==> config.mk <==
export PLATFORM = sky130hd
export DESIGN_NAME = lut_neuron_loader_flat
export DESIGN_NICKNAME = d
export VERILOG_FILES = /design/src/rtl/lut_neuron_loader_pkg.sv /design/src/rtl/lut_neuron_loader_if.sv /design/src/rtl/lut_neuron_loader_table.sv /design/src/rtl/lut_neuron_loader.sv /design/src/flat_wrapper.sv
export SDC_FILE = /design/constraint.sdc
export NUM_CORES = 1
export LEC_CHECK = 0
export ABC_CLOCK_PERIOD_IN_PS = 2600
export CORE_MARGIN = 2
export CORE_UTILIZATION = 30
export DETAILED_ROUTE_END_ITERATION = 10
export PLACE_DENSITY_LB_ADDON = 0.08
export SYNTH_ARGS = -nofsm -noshare
export SYNTH_HDL_FRONTEND = slang
export SYNTH_SLANG_ARGS = --single-unit
==> constraint.sdc <==
create_clock -name clk -period 2.6 [get_ports clk]
set_clock_uncertainty 0.1 [all_clocks]
set_input_delay 0.65 -clock clk [delete_from_list [all_inputs] [get_ports clk]]
set_output_delay 0.65 -clock clk [all_outputs]
set_load 0.1 [all_outputs]
==> src/rtl/lut_neuron_loader_pkg.sv <==
// Shared definitions for the runtime-programmable LUT neuron loader.
// Holds the FSM state type and the table geometry derived from the
// default neuron widths.
package lut_neuron_pkg;

    localparam int DEF_IN_BITS  = 6;
    localparam int DEF_OUT_BITS = 2;
    localparam int DEF_CFG_BITS = 8;

    localparam int ENTRIES  = 2 ** DEF_IN_BITS;
    localparam int PACK     = DEF_CFG_BITS / DEF_OUT_BITS;
    localparam int BEATS    = ENTRIES / PACK;
    localparam int PTR_BITS = $clog2(BEATS);

    typedef enum logic [1:0] {
        IDLE  = 2'd0,
        LOAD  = 2'd1,
        READY = 2'd2
    } state_t;

endpackage

==> src/rtl/lut_neuron_loader_if.sv <==
// Configuration and lookup streams of one LUT neuron position.
//
// Handshake rule for both streams: a beat (cfg_*) or a lookup (in_*) is
// transferred on a rising edge where valid && ready are both high; valid
// may be raised or dropped freely, and ready never depends on a future
// edge. The result stream (out_*) has no ready: out_valid is a one-cycle
// pulse per accepted lookup and the consumer must always take it.
interface lut_neuron_loader_if
    import lut_neuron_pkg::*;
#(
    parameter int IN_BITS  = DEF_IN_BITS,
    parameter int OUT_BITS = DEF_OUT_BITS,
    parameter int CFG_BITS = DEF_CFG_BITS
);
    logic                cfg_start;
    logic                cfg_valid;
    logic [CFG_BITS-1:0] cfg_data;
    logic                cfg_ready;
    logic                cfg_done;
    logic                loaded;
    logic                in_valid;
    logic [IN_BITS-1:0]  in_data;
    logic                in_ready;
    logic                out_valid;
    logic [OUT_BITS-1:0] out_data;

    modport master (
        output cfg_start, cfg_valid, cfg_data, in_valid, in_data,
        input  cfg_ready, cfg_done, loaded, in_ready, out_valid, out_data
    );

    modport slave (
        input  cfg_start, cfg_valid, cfg_data, in_valid, in_data,
        output cfg_ready, cfg_done, loaded, in_ready, out_valid, out_data
    );

endinterface

==> src/rtl/lut_neuron_loader_table.sv <==
// Truth-table storage: PACK entries written per beat, one registered read.
// Kept apart from the FSM so the array maps cleanly onto LUT storage.
module lut_neuron_table #(
    parameter int IN_BITS  = 6,
    parameter int OUT_BITS = 2,
    parameter int CFG_BITS = 8,
    localparam int N_PACK    = CFG_BITS / OUT_BITS,
    localparam int N_ENTRIES = 2 ** IN_BITS,
    localparam int N_PTR     = $clog2(N_ENTRIES / N_PACK)
) (
    input  logic                clk,
    input  logic                rst,
    input  logic                we,
    input  logic [N_PTR-1:0]    wptr,
    input  logic [CFG_BITS-1:0] wdata,
    input  logic                re,
    input  logic [IN_BITS-1:0]  raddr,
    output logic [OUT_BITS-1:0] rdata
);

    logic [OUT_BITS-1:0] mem [N_ENTRIES];

    // Clear on reset; beat write fans out to PACK consecutive entries;
    // the read register only moves on an accepted lookup so it holds otherwise.
    always_ff @(posedge clk) begin
        if (rst) begin
            for (int i = 0; i < N_ENTRIES; i++) begin
                mem[i] <= '0;
            end
            rdata <= '0;
        end else begin
            if (we) begin
                for (int j = 0; j < N_PACK; j++) begin
                    mem[IN_BITS'(N_PACK * int'(wptr) + j)] <= wdata[OUT_BITS*j +: OUT_BITS];
                end
            end
            if (re) begin
                rdata <= mem[raddr];
            end
        end
    end

endmodule

==> src/rtl/lut_neuron_loader.sv <==
// Runtime-programmable LUT neuron: loads a truth table over the config
// stream, then serves one-cycle-latency lookups from it.
module lut_neuron_loader
    import lut_neuron_pkg::*;
#(
    parameter int IN_BITS  = DEF_IN_BITS,
    parameter int OUT_BITS = DEF_OUT_BITS,
    parameter int CFG_BITS = DEF_CFG_BITS
) (
    input  logic                clk,
    input  logic                rst,
    lut_neuron_loader_if.slave  bus,
    output state_t              dbg_state
);

    localparam int N_PACK    = CFG_BITS / OUT_BITS;
    localparam int N_BEATS   = (2 ** IN_BITS) / N_PACK;
    localparam int N_PTR     = $clog2(N_BEATS);
    localparam logic [N_PTR-1:0] LAST_BEAT = N_PTR'(N_BEATS - 1);

    state_t             state_q, state_d;
    logic [N_PTR-1:0]   ptr_q, ptr_d;
    logic               done_q, done_d;
    logic               out_valid_q;
    logic               cfg_ready, in_ready, we, re;
    logic [OUT_BITS-1:0] rdata;

    // State, beat pointer, done pulse and result-valid registers.
    always_ff @(posedge clk) begin
        if (rst) begin
            state_q     <= IDLE;
            ptr_q       <= '0;
            done_q      <= 1'b0;
            out_valid_q <= 1'b0;
        end else begin
            state_q     <= state_d;
            ptr_q       <= ptr_d;
            done_q      <= done_d;
            out_valid_q <= re;
        end
    end

    // Next state and handshakes; cfg_start always wins over a beat or lookup
    // presented in the same cycle.
    always_comb begin
        state_d   = state_q;
        ptr_d     = ptr_q;
        done_d    = 1'b0;
        cfg_ready = 1'b0;
        in_ready  = 1'b0;
        we        = 1'b0;
        re        = 1'b0;
        case (state_q)
            IDLE: begin
                if (bus.cfg_start) begin
                    state_d = LOAD;
                    ptr_d   = '0;
                end
            end
            LOAD: begin
                cfg_ready = !bus.cfg_start;
                if (bus.cfg_start) begin
                    ptr_d = '0;
                end else if (bus.cfg_valid) begin
                    we = 1'b1;
                    if (ptr_q == LAST_BEAT) begin
                        state_d = READY;
                        done_d  = 1'b1;
                        ptr_d   = '0;
                    end else begin
                        ptr_d = ptr_q + 1'b1;
                    end
                end
            end
            READY: begin
                in_ready = !bus.cfg_start;
                if (bus.cfg_start) begin
                    state_d = LOAD;
                    ptr_d   = '0;
                end else if (bus.in_valid) begin
                    re = 1'b1;
                end
            end
            default: begin
                state_d = IDLE;
                ptr_d   = '0;
            end
        endcase
    end

    lut_neuron_table #(
        .IN_BITS  (IN_BITS),
        .OUT_BITS (OUT_BITS),
        .CFG_BITS (CFG_BITS)
    ) u_table (
        .clk   (clk),
        .rst   (rst),
        .we    (we),
        .wptr  (ptr_q),
        .wdata (bus.cfg_data),
        .re    (re),
        .raddr (bus.in_data),
        .rdata (rdata)
    );

    // Handshake outputs are held low for the whole time rst is asserted.
    assign bus.cfg_ready = cfg_ready && !rst;
    assign bus.in_ready  = in_ready && !rst;
    assign bus.cfg_done  = done_q;
    assign bus.loaded    = (state_q == READY) && !rst;
    assign bus.out_valid = out_valid_q;
    assign bus.out_data  = rdata;
    assign dbg_state     = state_q;

endmodule

==> src/flat_wrapper.sv <==
// flat-port wrapper written by rule: the top's interface ports become plain ports
module lut_neuron_loader_flat import lut_neuron_pkg::*;
#(
    parameter int IN_BITS  = DEF_IN_BITS,
    parameter int OUT_BITS = DEF_OUT_BITS,
    parameter int CFG_BITS = DEF_CFG_BITS
)
  (clk, rst, dbg_state, bus_cfg_start, bus_cfg_valid, bus_cfg_data, bus_in_valid, bus_in_data, bus_cfg_ready, bus_cfg_done, bus_loaded, bus_in_ready, bus_out_valid, bus_out_data);
  lut_neuron_loader_if #(.IN_BITS(IN_BITS), .OUT_BITS(OUT_BITS), .CFG_BITS(CFG_BITS)) bus_i ();
  input  logic clk;
  input  logic rst;
  output state_t dbg_state;
  input wire logic [$bits(bus_i.cfg_start)-1:0] bus_cfg_start;
  input wire logic [$bits(bus_i.cfg_valid)-1:0] bus_cfg_valid;
  input wire logic [$bits(bus_i.cfg_data)-1:0] bus_cfg_data;
  input wire logic [$bits(bus_i.in_valid)-1:0] bus_in_valid;
  input wire logic [$bits(bus_i.in_data)-1:0] bus_in_data;
  output wire logic [$bits(bus_i.cfg_ready)-1:0] bus_cfg_ready;
  output wire logic [$bits(bus_i.cfg_done)-1:0] bus_cfg_done;
  output wire logic [$bits(bus_i.loaded)-1:0] bus_loaded;
  output wire logic [$bits(bus_i.in_ready)-1:0] bus_in_ready;
  output wire logic [$bits(bus_i.out_valid)-1:0] bus_out_valid;
  output wire logic [$bits(bus_i.out_data)-1:0] bus_out_data;
  assign bus_i.cfg_start = bus_cfg_start;
  assign bus_i.cfg_valid = bus_cfg_valid;
  assign bus_i.cfg_data = bus_cfg_data;
  assign bus_i.in_valid = bus_in_valid;
  assign bus_i.in_data = bus_in_data;
  assign bus_cfg_ready = bus_i.cfg_ready;
  assign bus_cfg_done = bus_i.cfg_done;
  assign bus_loaded = bus_i.loaded;
  assign bus_in_ready = bus_i.in_ready;
  assign bus_out_valid = bus_i.out_valid;
  assign bus_out_data = bus_i.out_data;
  lut_neuron_loader #(.IN_BITS(IN_BITS), .OUT_BITS(OUT_BITS), .CFG_BITS(CFG_BITS)) u_core (.clk(clk), .rst(rst), .bus(bus_i), .dbg_state(dbg_state));
endmodule
== Word level (Yosys, flattened, before mapping) ==
Memory sizes are Yosys's and may differ from the RTL's. A register that Yosys moved wholly into a read port is not among the register bits.
Cells that the tools add are included.
Cells by class
  reduce and logical (&&, ||, !) cells: 14
  add/sub/neg operators: 4
  equal/unequal tests: 8
  mux-type cells: 36
  bitwise gates (word level): 2
Operators by type and width (count)
  $mux W6: 4
  $mux W1: 18
  $mux W2: 8
  $mux W4: 4
  $add A6 B2 Y6 const B: 2
  $reduce_or A2 Y1: 5
  $pmux W4 S2: 1
  $add A6 B1 Y6 const B: 1
  $add A4 B1 Y4 const B: 1
  $eq A4 B4 Y1 const B: 1
  $ne A2 B1 Y1 const B: 2
  $ne A2 B2 Y1 const B: 2
  $pmux W2 S2: 1
  $reduce_and A4 Y1: 1
  $reduce_or A4 Y1: 1
  $logic_and A1 B1 Y1: 3
  $ne A3 B3 Y1 const B: 1
  $eq A2 B1 Y1 const B: 1
  $eq A2 B2 Y1 const B: 1
  $logic_not A1 Y1: 2
  $logic_not A2 Y1: 1
  $not A1 Y1: 2
  $reduce_and A2 Y1: 1
Word-level totals
  flip-flop bits (word level): 8
  word-level logic and storage cells: 69
  memories: 1
  output and inout port bits: 9
  bits of input ports: 19
  memory bits (writable): 128
Memories
  u_core.u_table.mem: depth 64, width 2, rd ports 1, clocked after Yosys merged registers in 1, wr ports 64, line lut_neuron_loader_table.sv:21  | logic [OUT_BITS-1:0] mem [N_ENTRIES];

== Depth between registers and ports, before layout ==
Gate-level depths: netlist (run 1).
  depth in word-level cells: 8
  depth in mapped cells: 8
  depth with buffers taken out: 5

== Hierarchy ==
From an unflattened synthesis (run 1), not the netlist that was laid out.
Unflattened totals
  cell total of the unflattened synthesis: 460
  area, all modules: 6558.8 um^2
By module, submodules not included
  lut_neuron_table: cells each 415, area each 6145.9 um^2, instances 1, seq. area each 3883.7 um^2
  lut_neuron_loader: cells each 45, area each 412.9 um^2, instances 1, seq. area each 160.2 um^2

== Least setup slack after synthesis (run 1) ==
OpenSTA, ideal clock, no wires.
  path kind: reg-to-reg
  from: reg u_core.state_q[1], in the netlist u_core.dbg_state[1]
  to: reg u_core.u_table.rdata[1], read port of u_core.u_table.mem
  required time: 2412 ps
  buffers on the path: 0
  library setup time: 88 ps
  data arrival time: 3898 ps
  slack: -1486 ps
  stages on the path, launching flop included: 5
  clock period less this slack: 4086 ps
  path through: dfxtp_1 nand2b_1 nor3_1 nand2_1 a211oi_1
On the way
  word-level cells in the longest chain between the ends: 2
Ends and longest elaborated chain
  start: declaration: line lut_neuron_loader.sv:21  | state_t state_q, state_d;
  start signal: assignment: line lut_neuron_loader.sv:36  | state_q <= state_d;
  $eq A2 B2 Y1: line lut_neuron_loader.sv:53  | case (state_q)
  $mux W1: line lut_neuron_loader.sv:53
  end: declaration: line lut_neuron_loader_table.sv:18  | output logic [OUT_BITS-1:0] rdata
Every way passes these cells.
A chain may end at the register's enable or synchronous reset.

== Worst setup path after layout (run 1) ==
  from: in rst
  to: out bus_in_ready
On the way
  word-level cells in the longest chain between the ends: 2
Ends and longest elaborated chain
  start: declaration: line flat_wrapper.sv:11  | input logic rst;
  $logic_not A1 Y1: line lut_neuron_loader.sv:108  | assign bus.in_ready = in_ready && !rst;
  $logic_and A1 B1 Y1: line lut_neuron_loader.sv:108
  end: declaration: line flat_wrapper.sv:21  | output wire logic [$bits(bus_i.in_ready)-1:0] bus_in_ready;
Every way passes these cells.

==> results.cfg, run 1 <==
[outcome]
status = finished clean

[cells_and_area]
instances_no_fill = 821
final_cell_area_um2 = 8110
drive_above_1_share_pct = 29.0
final_core_util_pct = 38.2
fillCellCount = 2026
nets = 551
syn2layout_area_growth_pct = 24.2

[logic_synthesis]
synthTopCellsByArea = edfxtp_1 59%, and2_1 12%, mux4_2 8.3%
yosysWarnings = 0
synth-compound-area-share_pct = 3.52
synth_top_area_share_pct = 58.8
yosys.area_share.adder_pct = 0.191
synthMuxAreaShare_pct = 11.6
synth_edf_count = 128
synth.distinct_cells = 43
synth_top_family_by_area = simple AND/OR/NAND/NOR gates
async_reset_ff_share_pct = 0
synth_seq_cells = 138
syn_nets = 477
synth-seq-area-share_pct = 61.9
ys_dominant_reg_cell = edfxtp_1
synth_area_um2 = 6540
yosysTopAreaCell = edfxtp_1
syn_inst = 457
yosys.area_share.simple_pct = 20.6
syn_avg_cell_area_um2 = 14.3
synth-xor-area-share_pct = 0

[worst_setup_path]
cpMaxStageDelayCell = clkdlybuf4s50_1
cp.depth = 4
cp_top_family = buffers and inverters
rr_worst_depth = 5
cpPeakStageDelay_ns = 0.49
crit_buf_inv = 3
crit_arrival_ns = 1.79
path_class = in -> out
crit_path_end_kind = output pin
crit_path_max_fanout = 26
crit_chain = clkdlybuf4s50_1 -> buf_8 -> nor3_4 -> buf_12
critPathLaunchType = input port
required_ns = 1.85
ff2ff_setup_slack_ns = 0.64

[clock_network]
cts_root_buf = clkbuf_16
insertion_delay_ns = 0.42
cts_tree = done
cts_sinks = 138
holdBufCountCts = 0
h-tree-depth = 4
clockBufferDepth = 2
post-cts-setup-buffers = 0
cts_inserted_buffers = 17
clk_pin_slew_worst_paths_ns = 0.06

[sta]
final_max_slew_viol_count = 0
rsz0062_at_grt = yes
layout_min_cycle_time_ns = 2.54
whs_ns = 0.471
hold_viol = 0
setup_viol = 0
final.setup.tns_ns = 0
max_clock_freq_ghz = 0.393
tightest_slew_ns = 0.483
slew_headroom_pct = 67.8
fin_crit_sh_pct = 97.9
postLayoutSetupSlackWorst_ns = 0.0557

[global_routing]
grt_pass1_vias = 4038
grt_pass1_wl_um = 25600
grt_use_total_pct = 16.0
grt.overflow.total = 0
grt_max_degree = 27
antenna_found_initial = 2

[drt]
vias = 3904
wl_per_cell_um = 20.8
firstDrtPassIters = 5
ant_nets = 0
drc = 0
wl_um = 17100
vias_per_cell = 4.76
drt_iter0_markers = 296

[min_path]
hold_depth = 2
hp-class = reg -> reg

[power]
p_per_area_nw_per_um2 = 671
vdd_drop_max_mv = 0.433
leakagePower_nw = 2.99
finalPower_mw = 5.44

[floorplanning]
die_h_um = 152
dieArea_um2 = 23000
fp-row-count = 53
fp.dieW_um = 152
boundaryPins = 28
core_um2 = 21200
start_util_pct = 30.8

[placement]
routabilityCongestion = 0.830
io_buffers = 27
preCtsSetupSlack_ns = -0.208
dp_hpwl_um = 11600
placed_cells_incl_taps = 787
post_dp_cell_area_um2 = 7490

[flow_run]
max-cap-violations = 0
## cells by family after synthesis
family,Yosys count
compound gates,34
fa+ha+maj,1
buf+inv,26
simple gates,214
flops,138
mux,44
## registers in the layout, indices dropped and copies added (netlist names)
register	count
u_core.u_table.mem	128
u_core.ptr_q	4
u_core.dbg_state	2
u_core.u_table.rdata	2
u_core.bus.cfg_done	1
u_core.bus.out_valid	1
## tightest hold or removal path: cells and delay by family (launching register included)
family	cells	cell delay, ns
AND/OR/NAND/NOR	1	0.09
AO/OA/AOI/OAI	1	0.05
flip-flops	1	0.38
## what timing repair did
item	4_1_cts	5_1_grt
endpoints found under the setup margin	1	1
pin swaps	0	1
gates resized for setup	2	1
## cell usage after synthesis (4+ instances only)
master	number
and2_1	129
edfxtp_1	128
mux4_2	24
nor2_1	17
or2_2	16
mux2_2	12
clkbuf_1	11
dfxtp_1	10
nor3_1	10
mux2i_1	8
nand2b_1	7
o21ai_0	7
buf_2	6
a22oi_1	5
nand2_1	5
nor2b_1	5
o22ai_1	5
a21oi_1	4
buf_6	4
nand3b_1	4
## where the power goes
part | internal [mW] | total [mW] | leakage (nW) | switching, mW
sequential | 2.49 | 2.52 | 1.40 | 0.0277
clock | 1.60 | 2.53 | 0.284 | 0.937
combinational | 0.172 | 0.392 | 1.31 | 0.220
## area by class of cell
class | instances | area [um^2] | area share [%]
Inverter | 2 | 7.51 | 0.0925
Multi-Input combinational cell | 293 | 2370 | 29.3
Clock inverter | 13 | 176 | 2.17
Tap cell | 275 | 344 | 4.24
Clock buffer | 19 | 433 | 5.34
Sequential cell | 138 | 4050 | 49.9
Antenna cell | 2 | 5.00 | 0.0617
Timing Repair Buffer | 79 | 728 | 8.97
## worst paths after layout
| path | start | end |
|---|---|---|
| worst max-delay path | rst | bus_in_ready |
| worst min-delay path | u_core.ptr_q[1] | u_core.ptr_q[1] |
| worst max register to register | u_core.dbg_state[1] | u_core.u_table.mem[18][1] |
| worst min register to register | u_core.ptr_q[1] | u_core.ptr_q[1] |
## placed cells by master (no fill, tap or decap), types with 7 or more instances in the layout
cell	instances
and2_1	129
edfxtp_1	128
buf_4	53
mux4_2	24
clkbuf_16	17
clkdlybuf4s50_1	17
nor2_1	14
or2_2	14
mux2_2	12
nor3_1	9
mux2i_1	8
dfxtp_1	8
nand2b_1	7
o21ai_0	7
buf_12	7
## layer usage
| layer | wire length [um] | share of wire, % | track usage [%] |
|---|---|---|---|
| met1 | 7910 | 46 | 22.2 |
| met4 | 254 | 1.5 | 4.49 |
| met3 | 796 | 4.7 | 3.47 |
| met5 | 0 | 0 | 0 |
| met2 | 8130 | 48 | 25.2 |
Power figures use the tool's default switching activity.
==> run 2: changes to the inputs <==
--- a/config.mk
+++ b/config.mk
@@ -6,7 +6,8 @@
 export NUM_CORES = 1
 export LEC_CHECK = 0
 export ABC_CLOCK_PERIOD_IN_PS = 2600
-export CORE_MARGIN = 2
+export CORE_ASPECT_RATIO = 1.25
+export CORE_MARGIN = 1.5
 export CORE_UTILIZATION = 30
 export DETAILED_ROUTE_END_ITERATION = 10
 export PLACE_DENSITY_LB_ADDON = 0.08
==> results.cfg, run 2 (synthesis gave the netlist of run 1 again) <==
[outcome]
status = finished clean

[floorplanning]
fp-row-count = 60
fp.dieW_um = 135
core_um2 = 21500
die_h_um = 168
dieArea_um2 = 22700
start_util_pct = 30.4
boundaryPins = 28

[clock_network]
cts_root_buf = clkbuf_16
insertion_delay_ns = 0.41
clockBufferDepth = 2
h-tree-depth = 4
cts_tree = done
cts_inserted_buffers = 17
clk_pin_slew_worst_paths_ns = 0.06
holdBufCountCts = 0
cts_sinks = 138

[sta]
slew_headroom_pct = 57.6
hold_viol = 0
fin_crit_sh_pct = 97.1
layout_min_cycle_time_ns = 2.53
setup_viol = 0
rsz0062_at_grt = no
max_clock_freq_ghz = 0.396
tightest_slew_ns = 0.621
final_max_slew_viol_count = 0

[cells_and_area]
drive_above_1_share_pct = 29.6
largest_reg_flops = 128
nets = 554
multi_input_area_um2 = 2370
seq_area_um2 = 4050
final_cell_area_um2 = 8130
reg_top3 = u_core.u_table.mem (128), u_core.ptr_q (4)
mostFrequentLayoutCells = 129 x and2_1, 128 x edfxtp_1, 56 x buf_4
syn2layout_area_growth_pct = 24.4
largest_register = u_core.u_table.mem
fillCellCount = 2101
antenna_cells = 0
final_common_cell = and2_1

[worst_setup_path]
crit_path_max_fanout = 26
cpPeakStageDelay_ns = 0.46
r2r_end = u_core.u_table.mem[1][0]
crit_arrival_ns = 1.78
critPathLaunchType = input port
ff2ff_setup_slack_ns = 0.52
crit_path_end_kind = output pin
timing.rr.start = u_core.dbg_state[1]
path_class = in -> out
cpMaxStageDelayCell = clkdlybuf4s50_1
crit_chain = clkdlybuf4s50_1 -> buf_6 -> nor3_4 -> buf_12
rr_worst_depth = 6
required_ns = 1.85

[global_routing]
grt_pass1_wl_um = 26100
grt_max_degree = 27
antenna_found_initial = 0
grt_pass1_vias = 4246
grt.overflow.total = 0
grt_use_total_pct = 16.0

[drt]
firstDrtPassIters = 4
vias = 3930
drc = 0
wl_um = 16700
drt_iter0_markers = 202
wl_per_cell_um = 20.2
vias_per_cell = 4.76
ant_nets = 0

[min_path]
hp-start = u_core.ptr_q[1]
hold_end = u_core.ptr_q[1]
hold_depth = 2
hp-class = reg -> reg

[placement]
routabilityCongestion = 0.822
dp_hpwl_um = 11800
io_buffers = 27
post_dp_cell_area_um2 = 7510

[flow_run]
max-cap-violations = 0

[power]
p_per_area_nw_per_um2 = 666
leakagePower_nw = 3.02
finalPower_mw = 5.42
vdd_drop_max_mv = 0.421
-- run 2: cell count changes in the layout (fill, tap and decap cells not counted), moves of 2 or more --
| cell | previous run | this run |
|---|---|---|
| buf_4 | 53 | 56 |
| clkinv_2 | 2 | 4 |
| clkinvlp_4 | 4 | 2 |
| diode_2 | 2 | 0 |
-- run 2: power breakdown --
part           internal, mW  switching, mW  leakage (nW)
registers              2.49         0.0236          1.40
logic                 0.174          0.220          1.32
clock network          1.60          0.912         0.294
-- run 2: through the flow --
| step | setup WS, ns | TNS [ns] | utilization, % | hold slack, ns | cells |
|---|---|---|---|---|---|
| after floorplan | -0.666 | -129.22 | - | 0.406 | 457 |
| after global placement | -0.189 | -12.52 | 35.0 | 0.462 | 793 |
| after detailed placement | -0.254 | -19.16 | 35.0 | 0.462 | 793 |
| after CTS | 0.0168 | 0 | 37.9 | 0.470 | 826 |
| after global routing | 0.0209 | 0 | 37.9 | 0.539 | 826 |
| final | 0.0747 | 0 | 37.9 | 0.467 | 826 |
-- run 2: metal layers --
layer | share of wire, % | wire length [um] | vias to the layer above | global-route usage (%)
li1 | - | - | 1847 | -
met1 | 46 | 7650 | 1994 | 20.7
met2 | 50 | 8360 | 73 | 26.5
met3 | 1.9 | 326 | 16 | 2.86
met4 | 2.3 | 387 | 0 | 6.31
met5 | 0 | 0 | - | 0
-- run 2: layout make-up --
| type | instances | area share (%) |
|---|---|---|
| Timing Repair Buffer | 82 | 9.18 |
| Multi-Input combinational cell | 293 | 29.2 |
| Sequential cell | 138 | 49.8 |
| Clock inverter | 13 | 2.17 |
| Tap cell | 279 | 4.29 |
| Inverter | 2 | 0.0923 |
| Clock buffer | 19 | 5.32 |
-- run 2: repair_timing --
item	4_1_cts	5_1_grt
cloned	0	0
setup buffers	1	0
pin swaps	1	0
endpoints found under the setup margin	2	2
resized for setup	1	1
-- run 2: how the worst max path moves through the flow --
stage,startpoint,to,cells past startpoint
2_1_floorplan,bus_cfg_start,u_core.u_table.mem[44][0],5
3_3_place_gp,rst,u_core.u_table.mem[0][1],6
3_5_place_dp,rst,u_core.u_table.mem[0][0],6
4_1_cts,rst,bus_in_ready,4
5_1_grt,rst,bus_in_ready,4
6_report,rst,bus_in_ready,4
-- run 2: critical path, delay by kind of cell --
kind | cells | cell delay (ns)
buffers and inverters | 3 | 0.88
and+or+nand+nor | 1 | 0.23
==> run 3: changes to the inputs <==
--- a/config.mk
+++ b/config.mk
@@ -6,11 +6,13 @@
 export NUM_CORES = 1
 export LEC_CHECK = 0
 export ABC_CLOCK_PERIOD_IN_PS = 2600
+export CAP_MARGIN = 0
 export CORE_ASPECT_RATIO = 1.25
 export CORE_MARGIN = 1.5
 export CORE_UTILIZATION = 30
 export DETAILED_ROUTE_END_ITERATION = 10
 export PLACE_DENSITY_LB_ADDON = 0.08
+export SETUP_SLACK_MARGIN = 0.02
 export SYNTH_ARGS = -nofsm -noshare
 export SYNTH_HDL_FRONTEND = slang
 export SYNTH_SLANG_ARGS = --single-unit
==> results of run 3 <==
Same layout as run 2: the final DEF is identical, and so are final timing and power.
